## config.mk

```make
export PLATFORM = sky130hd
export DESIGN_NAME = step_shaper
export DESIGN_NICKNAME = d
export VERILOG_FILES = /design/src/rtl/step_shaper.sv
export SDC_FILE = /design/constraint.sdc
export NUM_CORES = 1
export LEC_CHECK = 0
export ABC_AREA = 0
export CELL_PAD_IN_SITES_DETAIL_PLACEMENT = 1
export CELL_PAD_IN_SITES_GLOBAL_PLACEMENT = 2
export CORE_MARGIN = 2
export CORE_UTILIZATION = 42
export CTS_BUF_LIST = sky130_fd_sc_hd__clkbuf_4
export DETAILED_ROUTE_END_ITERATION = 10
export GPL_TIMING_DRIVEN = 0
export PLACE_DENSITY_LB_ADDON = 0.1
export SLEW_MARGIN = 40
export SYNTH_ARGS = -nofsm -noshare
export SYNTH_HDL_FRONTEND = slang
export SYNTH_SLANG_ARGS = --single-unit
```

## constraint.sdc

```tcl
create_clock -name clk -period 8.7 [get_ports clk]
set_input_delay 0.87 -clock clk [delete_from_list [all_inputs] [get_ports clk]]
set_output_delay 0.87 -clock clk [all_outputs]
set_load 0.03 [all_outputs]
```

## src/rtl/step_shaper.sv

```systemverilog
// Shapes single-cycle step requests into STEP/DIR pulses with minimum high, gap and dir-setup times.
// Define STEP_SHAPER_DIR_INVERT_EN to drive dir_out inverted (reset value 1).
module step_shaper #(
    parameter int PULSE_CYCLES     = 50,
    parameter int GAP_CYCLES       = 50,
    parameter int DIR_SETUP_CYCLES = 25,
    parameter int PEND_W           = 4
) (
    input  logic clk,
    input  logic rst_n,
    input  logic step_in,
    input  logic dir_in,
    output logic step_out,
    output logic dir_out,
    output logic busy,
    output logic overflow
);

    localparam int MAX_CYC =
        (PULSE_CYCLES > GAP_CYCLES)
            ? ((PULSE_CYCLES > DIR_SETUP_CYCLES) ? PULSE_CYCLES : DIR_SETUP_CYCLES)
            : ((GAP_CYCLES > DIR_SETUP_CYCLES) ? GAP_CYCLES : DIR_SETUP_CYCLES);
    localparam int TIMER_W = $clog2(MAX_CYC) + 1;

    // Pending arithmetic runs one bit wider so +/-2 excursions never wrap before the limit test.
    localparam logic signed [PEND_W:0] PEND_MAX = (PEND_W+1)'((1 << (PEND_W-1)) - 1);
    localparam logic signed [PEND_W:0] PEND_MIN = -PEND_MAX;

`ifdef STEP_SHAPER_DIR_INVERT_EN
    localparam logic DIR_POL = 1'b1;
`else
    localparam logic DIR_POL = 1'b0;
`endif

    typedef enum logic [1:0] {IDLE, SETUP, HIGH, LOW} state_t;

    state_t                    state, state_nxt;
    logic [TIMER_W-1:0]        timer, timer_nxt;
    logic                      dir_int, dir_nxt;
    logic signed [PEND_W-1:0]  pending, pending_nxt;
    logic signed [PEND_W:0]    pend_ext, delta, cons, with_step, no_step;
    logic                      pend_nz, pend_pos, enter_high, drop;

    assign pend_nz  = (pending != '0);
    assign pend_pos = pend_nz && !pending[PEND_W-1];

    always_comb begin
        state_nxt  = state;
        timer_nxt  = timer;
        dir_nxt    = dir_int;
        enter_high = 1'b0;
        case (state)
            IDLE: begin
                if (pend_nz) begin
                    if (pend_pos == dir_int) begin
                        enter_high = 1'b1;
                    end else begin
                        dir_nxt   = pend_pos;
                        timer_nxt = TIMER_W'(DIR_SETUP_CYCLES);
                        state_nxt = SETUP;
                    end
                end
            end
            SETUP: begin
                // A cancelled or reversed backlog finishes setup but re-decides from IDLE.
                if (timer == TIMER_W'(1)) begin
                    if (pend_nz && (pend_pos == dir_int)) begin
                        enter_high = 1'b1;
                    end else begin
                        state_nxt = IDLE;
                    end
                end else begin
                    timer_nxt = timer - TIMER_W'(1);
                end
            end
            HIGH: begin
                if (timer == TIMER_W'(1)) begin
                    timer_nxt = TIMER_W'(GAP_CYCLES);
                    state_nxt = LOW;
                end else begin
                    timer_nxt = timer - TIMER_W'(1);
                end
            end
            LOW: begin
                if (timer == TIMER_W'(1)) begin
                    state_nxt = IDLE;
                end else begin
                    timer_nxt = timer - TIMER_W'(1);
                end
            end
            default: state_nxt = IDLE;
        endcase
        if (enter_high) begin
            state_nxt = HIGH;
            timer_nxt = TIMER_W'(PULSE_CYCLES);
        end
    end

    // Net the new request against the step consumed this cycle before applying the saturation limit.
    always_comb begin
        pend_ext = {pending[PEND_W-1], pending};
        delta    = '0;
        cons     = '0;
        if (step_in) begin
            delta = dir_in ? (PEND_W+1)'(1) : '1;
        end
        if (enter_high) begin
            cons = pend_pos ? (PEND_W+1)'(1) : '1;
        end
        with_step   = pend_ext + delta - cons;
        no_step     = pend_ext - cons;
        drop        = step_in && ((with_step > PEND_MAX) || (with_step < PEND_MIN));
        pending_nxt = drop ? no_step[PEND_W-1:0] : with_step[PEND_W-1:0];
    end

    always_ff @(posedge clk or negedge rst_n) begin
        if (!rst_n) begin
            state    <= IDLE;
            timer    <= '0;
            dir_int  <= 1'b0;
            pending  <= '0;
            step_out <= 1'b0;
            dir_out  <= DIR_POL;
            busy     <= 1'b0;
            overflow <= 1'b0;
        end else begin
            state    <= state_nxt;
            timer    <= timer_nxt;
            dir_int  <= dir_nxt;
            pending  <= pending_nxt;
            step_out <= (state == HIGH);
            dir_out  <= dir_int ^ DIR_POL;
            busy     <= (state != IDLE) || pend_nz;
            overflow <= drop;
        end
    end

endmodule

```

==> reports/results.txt, run 1 <==
Net count, final -> 173
reg-to-reg startpoint -> timer[2]$_DFFE_PN0P_
r2r worst-path depth -> 12
Vias -> 1033
first drt pass iteration count -> 4
Critical path buffers and inverters -> 1
Yosys reg bits -> 18
syn nets -> 161
Fill cells -> 371
initial antenna violation count -> 0
status -> completed
HPWL after DPL -> 2360 um
Crit path depth -> 12
Distinct cells, synth -> 41
antenna cell count -> 0
startpoint types -> flip-flop
area leader, netlist -> dfrtp_1
CTS max path bufs -> 2
adder-cell share of the synthesized area -> 18.3%
max-cap violation count -> 0
largest net degree at the start of global routing -> 19
cts bufs inserted -> 3
Final min period -> 4.62 ns
largest family of logic cells by synthesized area -> adder cells
Crit. End Element -> flip-flop
placed insts -> 192
worst setup path startpoint -> timer[2]$_DFFE_PN0P_
end of the critical path -> pending[0]$_DFF_PN0_
critical path class -> flip-flop to flip-flop
Post-Syn Area -> 0.00136 mm^2
synth top area cells -> dfrtp_1, ha_1, fa_1, inv_1, xor2_1
WHS -> 0.439 ns
Setup Buffers After CTS -> 0
cells along the critical path -> nor4_4 -> nand2_1 -> a21oi_1 -> o21ai_0 -> inv_1 -> fa_1 -> fa_1 -> nand2b_1 -> a21oi_1 -> xnor2_1 -> o32ai_2 -> mux2i_1
CP max-delay cell -> fa_1
# port buffers -> 7
top-area cell type share of the netlist area -> 33.1%
1st-iter DRT viols -> 28
RSZ-0062 raised after global routing -> no
layout cells sized above 1 -> 8.55%
most used flip-flop cell after synthesis -> dfrtp_1
slew margin rel. -> 61.0%
DRC viols -> 0
Arrival @ worst endpoint -> 4.85 ns
gp weighted congestion -> 0.788
Crit path max-delay family -> compound AO/OA/AOI/OAI gates
Num Clock Sinks -> 18
vias in the first global route -> 1138
Least-Margin Pin Slew -> 0.580 ns
clock-pin slew on the worst setup and hold paths -> 0.11 ns
clk_lat worst skew -> 0.30 ns
Final Slew Violations -> 0
Die Footprint -> 0.00371 mm^2
R2R setup slack -> 4.08 ns
Final Hold Viols -> 0
mux contribution to synthesized area -> 2.21%
setup total negative slack -> 0 ns
Cells after Synth -> 141
fmax -> 216 MHz
ys async rst share -> 100%
first-pass GRT wire length -> 5350 um
CP required -> 8.93 ns
Seq/Total Area, Yosys -> 33.1%
Die Wd -> 60.9 um
number of H-tree levels -> 1
xor/xnor share of the synthesized area -> 5.79%
CTS tree -> built
die height -> 60.9 um
hold_buf cts -> 0
Pwr Total -> 646 uW
Final ANT Viol Nets -> 0
CTS Root Cell -> clkbuf_4
# resized after CTS -> 0
grt ovf -> 0
FF-to-FF End -> pending[0]$_DFF_PN0_
worst vdd ir -> 0.239 mV
Finish-stage setup viols -> 0
Non-Filler Instances -> 196
Pwr Density -> 429 mW/mm^2
GRT Overall Usage -> 19.8%
EDFF count, synth -> 0
Initial Utilization -> 44.2%
core outline area -> 0.00308 mm^2
crit-path max FO -> 5
Simple-Gate Fraction of Synth Area -> 16.4%
Hold Crit Class -> flip-flop to flip-flop
Top Ports -> 8
Crit path largest cell delay -> 0.51 ns
WL per Instance -> 14.9 um
vias per inst -> 5.27
Routed WL -> 2930 um
final worst path period share -> 53.1%
P_leak -> 0.000691 uW
area growth from synthesis to layout -> 10.8%
Syn. warnings -> 0
clk_skew -> 0.00905 ns
Synth Area per Inst -> 9.65 um^2
Compound-Gate Fraction of Synth Area -> 17.8%
# rows -> 20
-- through the flow --
step / instance area [um^2] / setup WS [ns] / utilization (%)
floorplan: 1360 / 4.95 / -
global placement: 1490 / 4.34 / 48.3
detailed placement: 1490 / 4.08 / 48.3
CTS: 1510 / 4.06 / 49.1
global route: 1510 / 3.78 / 49.0
finish: 1510 / 4.08 / 49.0
-- placed cells by master (no fill, tap or decap), types with 5 or more instances in the layout --
master / netlist / final
dfrtp_1: 18 / 18
nor2_1: 6 / 6
or3_1: 5 / 5
ha_1: 11 / 11
inv_1: 20 / 20
a21oi_1: 6 / 6
o21ai_0: 8 / 8
xor2_1: 6 / 6
fa_1: 5 / 5
nand2_1: 5 / 5
clkdlybuf4s50_1: 0 / 6
-- cell type report --
class                   count  area [um^2]  area share, %
flip-flops and latches     18          450           29.9
repair buffers              7         65.1           4.32
clock inverters             1         3.75          0.249
inverters                  20         75.1           4.98
multi-input cells         100          823           54.6
clock buffers               3         22.5           1.49
plain buffers               3         12.5          0.830
well taps                  44         55.1           3.65
-- Yosys cell counts, types with 5 or more instances --
cell type / n
xor2_1: 6
fa_1: 5
or3_1: 5
nor2_1: 6
nand2_1: 5
inv_1: 20
ha_1: 11
o21ai_0: 8
dfrtp_1: 18
a21oi_1: 6
-- layer usage --
metal | vias to the layer above | GRT usage (%) | wire length (um)
li1 | 508 | - | -
met1 | 509 | 23.3 | 1300
met2 | 11 | 36.7 | 1530
met3 | 5 | 1.92 | 45
met4 | 0 | 7.45 | 51
met5 | - | 0 | 0
-- cells by family after synthesis --
logic type | count (synthesis)
AOI/OAI and AO/OA | 34
muxes | 3
buffers and inverters | 23
adders and majority gates | 17
and+or+nand+nor | 37
xor gates and xnor gates | 9
DFF | 18
-- registers in the layout (all words and copies together) (netlist names) --
register	count
step_out	1
busy	1
overflow	1
timer	7
dir_int	1
pending	4
state	2
dir_out	1
-- report_power, final --
part	leakage, uW	internal, uW	switching (uW)	total (uW)
Clock	0.0000154	16.7	27.5	44.2
Combinational	0.000468	193	240	433
Sequential	0.000208	127	42.4	169
-- worst reg2reg max path, cell delays in order (launching register included) --
cell and delay [ns]:
dfrtp_1 0.47, nor4_4 0.45, nand2_1 0.22, a21oi_1 0.48, o21ai_0 0.36, inv_1 0.30
fa_1 0.51, fa_1 0.47, nand2b_1 0.19, a21oi_1 0.21, xnor2_1 0.15, o32ai_2 0.51
mux2i_1 0.25
-- worst min-delay path by stage --
| stage | slack (ns) | startpoint | cells after the start | end |
|---|---|---|---|---|
| floorplan | 0.39 | dir_int$_DFFE_PN0P_ | 0 | dir_out$_DFF_PN0_ |
| detailed placement | 0.41 | dir_int$_DFFE_PN0P_ | 0 | dir_out$_DFF_PN0_ |
| finish | 0.44 | dir_int$_DFFE_PN0P_ | 0 | dir_out$_DFF_PN0_ |
| global placement | 0.40 | dir_int$_DFFE_PN0P_ | 0 | dir_out$_DFF_PN0_ |
| global route | 0.45 | dir_int$_DFFE_PN0P_ | 0 | dir_out$_DFF_PN0_ |
| CTS | 0.44 | dir_int$_DFFE_PN0P_ | 0 | dir_out$_DFF_PN0_ |
Note: power is estimated with default switching activity, not from simulation.
==> inputs of run 2 (changes only) <==
--- a/config.mk
+++ b/config.mk
@@ -9,7 +9,7 @@
 export CELL_PAD_IN_SITES_DETAIL_PLACEMENT = 1
 export CELL_PAD_IN_SITES_GLOBAL_PLACEMENT = 2
 export CORE_MARGIN = 2
-export CORE_UTILIZATION = 42
+export CORE_UTILIZATION = 39
 export CTS_BUF_LIST = sky130_fd_sc_hd__clkbuf_4
 export DETAILED_ROUTE_END_ITERATION = 10
 export GPL_TIMING_DRIVEN = 0
==> constraint.sdc (replaced) <==
create_clock -name clk -period 4.45 [get_ports clk]
set_input_delay 0.445 -clock clk [delete_from_list [all_inputs] [get_ports clk]]
set_output_delay 0.445 -clock clk [all_outputs]
set_load 0.03 [all_outputs]
==> reports/results.txt, run 2 (synthesis gave the netlist of run 1 again) <==
status -> completed (unchanged)
# rows -> 21 (was 20)
antenna cell count -> 0 (unchanged)
cts bufs inserted -> 3 (unchanged)
CP required -> 4.69 ns (was 8.93 ns)
number of H-tree levels -> 1 (unchanged)
largest net degree at the start of global routing -> 19 (unchanged)
CP max-delay cell -> fa_1 (unchanged)
first drt pass iteration count -> 4 (unchanged)
cells along the critical path -> nor4_4 -> nand2_1 -> a21oi_2 -> o21ai_0 -> inv_2 -> fa_1 -> fa_1 -> nand2b_1 -> a21oi_1 -> xnor2_1 -> o32ai_4 -> mux2i_1 (was nor4_4 -> nand2_1 -> a21oi_1 -> o21ai_0 -> inv_1 -> fa_1 -> fa_1 -> nand2b_1 -> a21oi_1 -> xnor2_1 -> o32ai_2 -> mux2i_1)
most common cell after layout, fill and taps aside -> inv_1 (unchanged)
HPWL after DPL -> 2350 um (was 2360 um)
Hold Crit Class -> primary input to async pin (was flip-flop to flip-flop)
Arrival @ worst endpoint -> 4.36 ns (was 4.85 ns)
core outline area -> 0.00334 mm^2 (was 0.00308 mm^2)
vias per inst -> 5.34 (was 5.27)
crit-path max FO -> 5 (unchanged)
hold_buf cts -> 0 (unchanged)
Initial Utilization -> 40.8% (was 44.2%)
Top Ports -> 8 (unchanged)
clk_skew -> 0.00605 ns (was 0.00905 ns)
FF-to-FF End -> pending[0]$_DFF_PN0_ (unchanged)
max FFs per register -> 7 (unchanged)
Vias -> 1057 (was 1033)
clk_lat worst skew -> 0.30 ns (about the same)
# port buffers -> 7 (unchanged)
gp weighted congestion -> 0.759 (was 0.788)
worst setup path startpoint -> timer[2]$_DFFE_PN0P_ (unchanged)
Net count, final -> 173 (unchanged)
slew margin rel. -> 63.7% (was 61.0%)
final worst path period share -> 92.7% (was 53.1%)
startpoint types -> flip-flop (unchanged)
initial antenna violation count -> 0 (unchanged)
Final min period -> 4.12 ns (was 4.62 ns)
vias in the first global route -> 1128 (was 1138)
clock-pin slew on the worst setup and hold paths -> 0.11 ns (about the same)
Crit. End Element -> flip-flop (unchanged)
Crit path largest cell delay -> 0.49 ns (was 0.51 ns)
CTS tree -> built (unchanged)
Num Clock Sinks -> 18 (unchanged)
fmax -> 243 MHz (was 216 MHz)
max-cap violation count -> 0 (unchanged)
grt ovf -> 0 (unchanged)
DRC viols -> 0 (unchanged)
1st-iter DRT viols -> 48 (was 28)
RSZ-0062 raised after global routing -> no (unchanged)
Final Slew Violations -> 0 (unchanged)
r2r worst-path depth -> 12 (unchanged)
Final Hold Viols -> 0 (unchanged)
critical path class -> flip-flop to flip-flop (unchanged)
Die Footprint -> 0.00398 mm^2 (was 0.00371 mm^2)
Finish-stage setup viols -> 0 (unchanged)
reg-to-reg startpoint -> timer[2]$_DFFE_PN0P_ (unchanged)
Die Wd -> 63.1 um (was 60.9 um)
setup total negative slack -> 0 ns (unchanged)
Critical path buffers and inverters -> 1 (unchanged)
area growth from synthesis to layout -> 12.7% (was 10.8%)
Biggest register -> timer (unchanged)
layout cells sized above 1 -> 9.87% (was 8.55%)
CTS Root Cell -> clkbuf_4 (unchanged)
Final ANT Viol Nets -> 0 (unchanged)
GRT Overall Usage -> 17.0% (was 19.8%)
most frequent cells in the layout -> inv_1, dfrtp_1, ha_1 (unchanged)
Crit path max-delay family -> compound AO/OA/AOI/OAI gates (unchanged)
Routed WL -> 2980 um (was 2930 um)
first-pass GRT wire length -> 5300 um (was 5350 um)
most frequent CP cell -> fa_1
R2R setup slack -> 0.33 ns (was 4.08 ns)
Least-Margin Pin Slew -> 0.539 ns (was 0.580 ns)
biggest regs -> timer (7), pending (4), state (2) (unchanged)
die height -> 63.1 um (was 60.9 um)
CTS max path bufs -> 2 (unchanged)
WL per Instance -> 15.0 um (was 14.9 um)
## run 2: cell counts in the layout (fill, tap and decap cells not counted)
No cell type changed its count.
## run 2: final cells by class
class                           count  area, um^2
Buffer                              3        12.5
Clock buffer                        3        22.5
Clock inverter                      1        3.75
Fill cell                         415        1800
Inverter                           20        75.1
Multi-Input combinational cell    100         847
Sequential cell                    18         450
Tap cell                           46        57.6
Timing Repair Buffer                7        65.1
## run 2: repair_timing
| action | CTS | global route |
|---|---|---|
| pin swaps | 0 | 0 |
| setup buffers | 0 | 0 |
| setup endpoints to repair | 3 | 4 |
| gates cloned | 0 | 0 |
| resized for setup | 1 | 3 |
## run 2: worst max path at each step
stage / to / slack [ns] / cells after the start
floorplan: pending[0]$_DFF_PN0_ / 0.70 / 12
global placement: pending[1]$_DFF_PN0_ / 0.05 / 12
detailed placement: pending[1]$_DFF_PN0_ / 0.02 / 12
CTS: pending[1]$_DFF_PN0_ / 0.15 / 12
global route: pending[2]$_DFF_PN0_ / 0.02 / 12
finish: pending[0]$_DFF_PN0_ / 0.33 / 12
## run 2: metrics by stage
step / instances / util, % / cell area [um^2] / hold slack (ns) / setup slack (ns)
finish: 198 / 46.0 / 1530 / 0.0514 / 0.327
global route: 198 / 46.0 / 1530 / 0.0822 / 0.0153
CTS: 198 / 45.5 / 1520 / 0.435 / 0.148
detailed placement: 194 / 44.6 / 1490 / 0.408 / 0.0171
global placement: 194 / 44.6 / 1490 / 0.401 / 0.0510
floorplan: 141 / - / 1360 / 0.149 / 0.697
## run 2: worst reg2reg max path, stage by stage, from the launching register on
cell and delay, ns:
dfrtp_1 0.46, nor4_4 0.44, nand2_1 0.23, a21oi_2 0.29, o21ai_0 0.27, inv_2 0.20, fa_1 0.48, fa_1 0.49
nand2b_1 0.18, a21oi_1 0.21, xnor2_1 0.15, o32ai_4 0.40, mux2i_1 0.23
## run 2: routing by layer
layer	global-route usage, %	wire [um]	vias up
li1	-	-	510
met1	19.8	1300	533
met2	31.1	1590	10
met3	1.96	42	4
met4	7.50	51	0
met5	0	0	-
Power of run 2 is left out: the tool's default activity adds up to more than one toggle a clock period on the data nets, which glitch-free logic cannot reach.
==> inputs of run 3 (changes only) <==
--- a/config.mk
+++ b/config.mk
@@ -8,8 +8,9 @@
 export ABC_AREA = 0
 export CELL_PAD_IN_SITES_DETAIL_PLACEMENT = 1
 export CELL_PAD_IN_SITES_GLOBAL_PLACEMENT = 2
+export CORE_ASPECT_RATIO = 1.2
 export CORE_MARGIN = 2
-export CORE_UTILIZATION = 39
+export CORE_UTILIZATION = 42
 export CTS_BUF_LIST = sky130_fd_sc_hd__clkbuf_4
 export DETAILED_ROUTE_END_ITERATION = 10
 export GPL_TIMING_DRIVEN = 0
==> constraint.sdc (replaced) <==
create_clock -name clk -period 4.85 [get_ports clk]
set_input_delay 0.485 -clock clk [delete_from_list [all_inputs] [get_ports clk]]
set_output_delay 0.485 -clock clk [all_outputs]
set_load 0.03 [all_outputs]
==> reports/results.txt, run 3 (synthesis gave the netlist of run 1 again) <==
largest net degree at the start of global routing -> 19 (unchanged)
GRT Overall Usage -> 17.9% (was 17.0%)
final worst path period share -> 90.8% (was 92.7%)
worst vdd ir -> 0.518 mV
clk_lat worst skew -> 0.29 ns (was 0.30 ns)
critical path class -> flip-flop to flip-flop (unchanged)
Final min period -> 4.40 ns (was 4.12 ns)
cells along the critical path -> nor4_4 -> nand2_1 -> a21oi_1 -> o21ai_0 -> inv_1 -> fa_1 -> fa_1 -> nand2b_1 -> a21oi_1 -> xnor2_1 -> o32ai_2 -> mux2i_1 (was nor4_4 -> nand2_1 -> a21oi_2 -> o21ai_0 -> inv_2 -> fa_1 -> fa_1 -> nand2b_1 -> a21oi_1 -> xnor2_1 -> o32ai_4 -> mux2i_1)
CP max-delay cell -> o32ai_2 (was fa_1)
Setup Buffers After CTS -> 0 (unchanged)
vias per inst -> 5.56 (was 5.34)
P_leak -> 0.000690 uW
CTS tree -> built (unchanged)
grt ovf -> 0 (unchanged)
vias in the first global route -> 1120 (was 1128)
Die Footprint -> 0.00371 mm^2 (was 0.00398 mm^2)
r2r worst-path depth -> 12 (unchanged)
Hold Crit Class -> primary input to async pin (unchanged)
Die Wd -> 56.0 um (was 63.1 um)
# rows -> 22 (was 21)
Final ANT Viol Nets -> 0 (unchanged)
CTS Root Cell -> clkbuf_4 (unchanged)
layout cells sized above 1 -> 8.61% (was 9.87%)
Fill cells -> 379 (was 415)
Finish-stage setup viols -> 0 (unchanged)
startpoint types -> flip-flop (unchanged)
Critical path buffers and inverters -> 1 (unchanged)
RSZ-0062 raised after global routing -> no (unchanged)
R2R setup slack -> 0.45 ns (was 0.33 ns)
Vias -> 1039 (was 1057)
cts bufs inserted -> 3 (unchanged)
number of H-tree levels -> 1 (unchanged)
most common cell after layout, fill and taps aside -> inv_1 (unchanged)
# resized after CTS -> 0 (was 1)
Net count, final -> 173 (unchanged)
FF/Latch Area -> 450 um^2 (unchanged)
1st-iter DRT viols -> 22 (was 48)
HPWL after DPL -> 2340 um (was 2350 um)
biggest regs -> timer (7), pending (4), state (2) (unchanged)
hold_buf cts -> 0 (unchanged)
status -> completed (unchanged)
Routed WL -> 2820 um (was 2980 um)
most frequent cells in the layout -> inv_1, dfrtp_1, ha_1 (unchanged)
pre-CTS WS -> 0.382 ns (was 0.0171 ns)
fmax -> 227 MHz (was 243 MHz)
max-cap violation count -> 0 (unchanged)
Crit. End Element -> flip-flop (unchanged)
final worst slack -> 0.449 ns (was 0.327 ns)
# port buffers -> 7 (unchanged)
Crit path max-delay family -> compound AO/OA/AOI/OAI gates (unchanged)
DRC viols -> 0 (unchanged)
reg-to-reg startpoint -> timer[2]$_DFFE_PN0P_ (unchanged)
first drt pass iteration count -> 4 (unchanged)
die height -> 66.4 um (was 63.1 um)
core outline area -> 0.00308 mm^2 (was 0.00334 mm^2)
gp weighted congestion -> 0.802 (was 0.759)
Initial Utilization -> 44.2% (was 40.8%)
Biggest register -> timer (unchanged)
Pwr Density -> 768 mW/mm^2
WHS -> 0.115 ns (was 0.0514 ns)
initial antenna violation count -> 0 (unchanged)
Final Slew Violations -> 0 (unchanged)
Final Hold Viols -> 0 (unchanged)
first-pass GRT wire length -> 5150 um (was 5300 um)
setup total negative slack -> 0 ns (unchanged)
Crit path largest cell delay -> 0.51 ns (was 0.49 ns)
slew margin rel. -> 65.0% (was 63.7%)
antenna cell count -> 0 (unchanged)
crit-path max FO -> 5 (unchanged)
multi-input logic area -> 823 um^2 (was 847 um^2)
CP required -> 5.06 ns (was 4.69 ns)
clk_skew -> 0.00530 ns (was 0.00605 ns)
max FFs per register -> 7 (unchanged)
CTS max path bufs -> 2 (unchanged)
clock-pin slew on the worst setup and hold paths -> 0.10 ns (was 0.11 ns)
FF-to-FF End -> pending[0]$_DFF_PN0_ (unchanged)
WL per Instance -> 15.1 um (was 15.0 um)
Top Ports -> 8 (unchanged)
area growth from synthesis to layout -> 9.74% (was 12.7%)
Num Clock Sinks -> 18 (unchanged)
Arrival @ worst endpoint -> 4.61 ns (was 4.36 ns)
Least-Margin Pin Slew -> 0.521 ns (was 0.539 ns)
[run 3: cell types whose count changed in the layout (fill, tap and decap cells not counted), sizes merged]
cell / change
clkinv: -1
[run 3: area by class of cell]
class                           instances  area share (%)
Clock buffer                            3            1.51
Timing Repair Buffer                    7            4.36
Buffer                                  3           0.838
Tap cell                               36            3.02
Sequential cell                        18            30.2
Inverter                               20            5.03
Multi-Input combinational cell        100            55.1
[run 3: routing by layer]
layer,part of all wire (%),vias up,track usage (%),wire [um]
li1,-,505,-,-
met5,0,-,0,0
met2,57,7,35.4,1610
met4,1.2,0,7.74,34
met3,1.2,2,1.37,33
met1,41,525,19.3,1150
[run 3: where the power goes]
part,switching [uW],internal (uW)
clock,45.0,28.8
sequential,71.5,227
combinational,430,346
total,546,602
[run 3: per-stage QoR]
stage	utilization (%)	area [um^2]	instances	total power, uW
2_1_floorplan	-	1360	141	905
3_3_place_gp	47.9	1480	184	1060
3_5_place_dp	47.9	1480	184	1090
4_1_cts	48.6	1500	187	1170
5_1_grt	48.5	1490	187	1270
6_report	48.5	1490	187	1150
[run 3: how the worst max path moves through the flow]
stage | depth (start not counted) | startpoint | to
6_report | 12 | timer[2]$_DFFE_PN0P_ | pending[0]$_DFF_PN0_
5_1_grt | 12 | timer[2]$_DFFE_PN0P_ | pending[0]$_DFF_PN0_
4_1_cts | 12 | timer[2]$_DFFE_PN0P_ | pending[1]$_DFF_PN0_
3_5_place_dp | 12 | timer[2]$_DFFE_PN0P_ | pending[1]$_DFF_PN0_
3_3_place_gp | 12 | timer[2]$_DFFE_PN0P_ | pending[2]$_DFF_PN0_
2_1_floorplan | 12 | timer[2]$_DFFE_PN0P_ | pending[0]$_DFF_PN0_
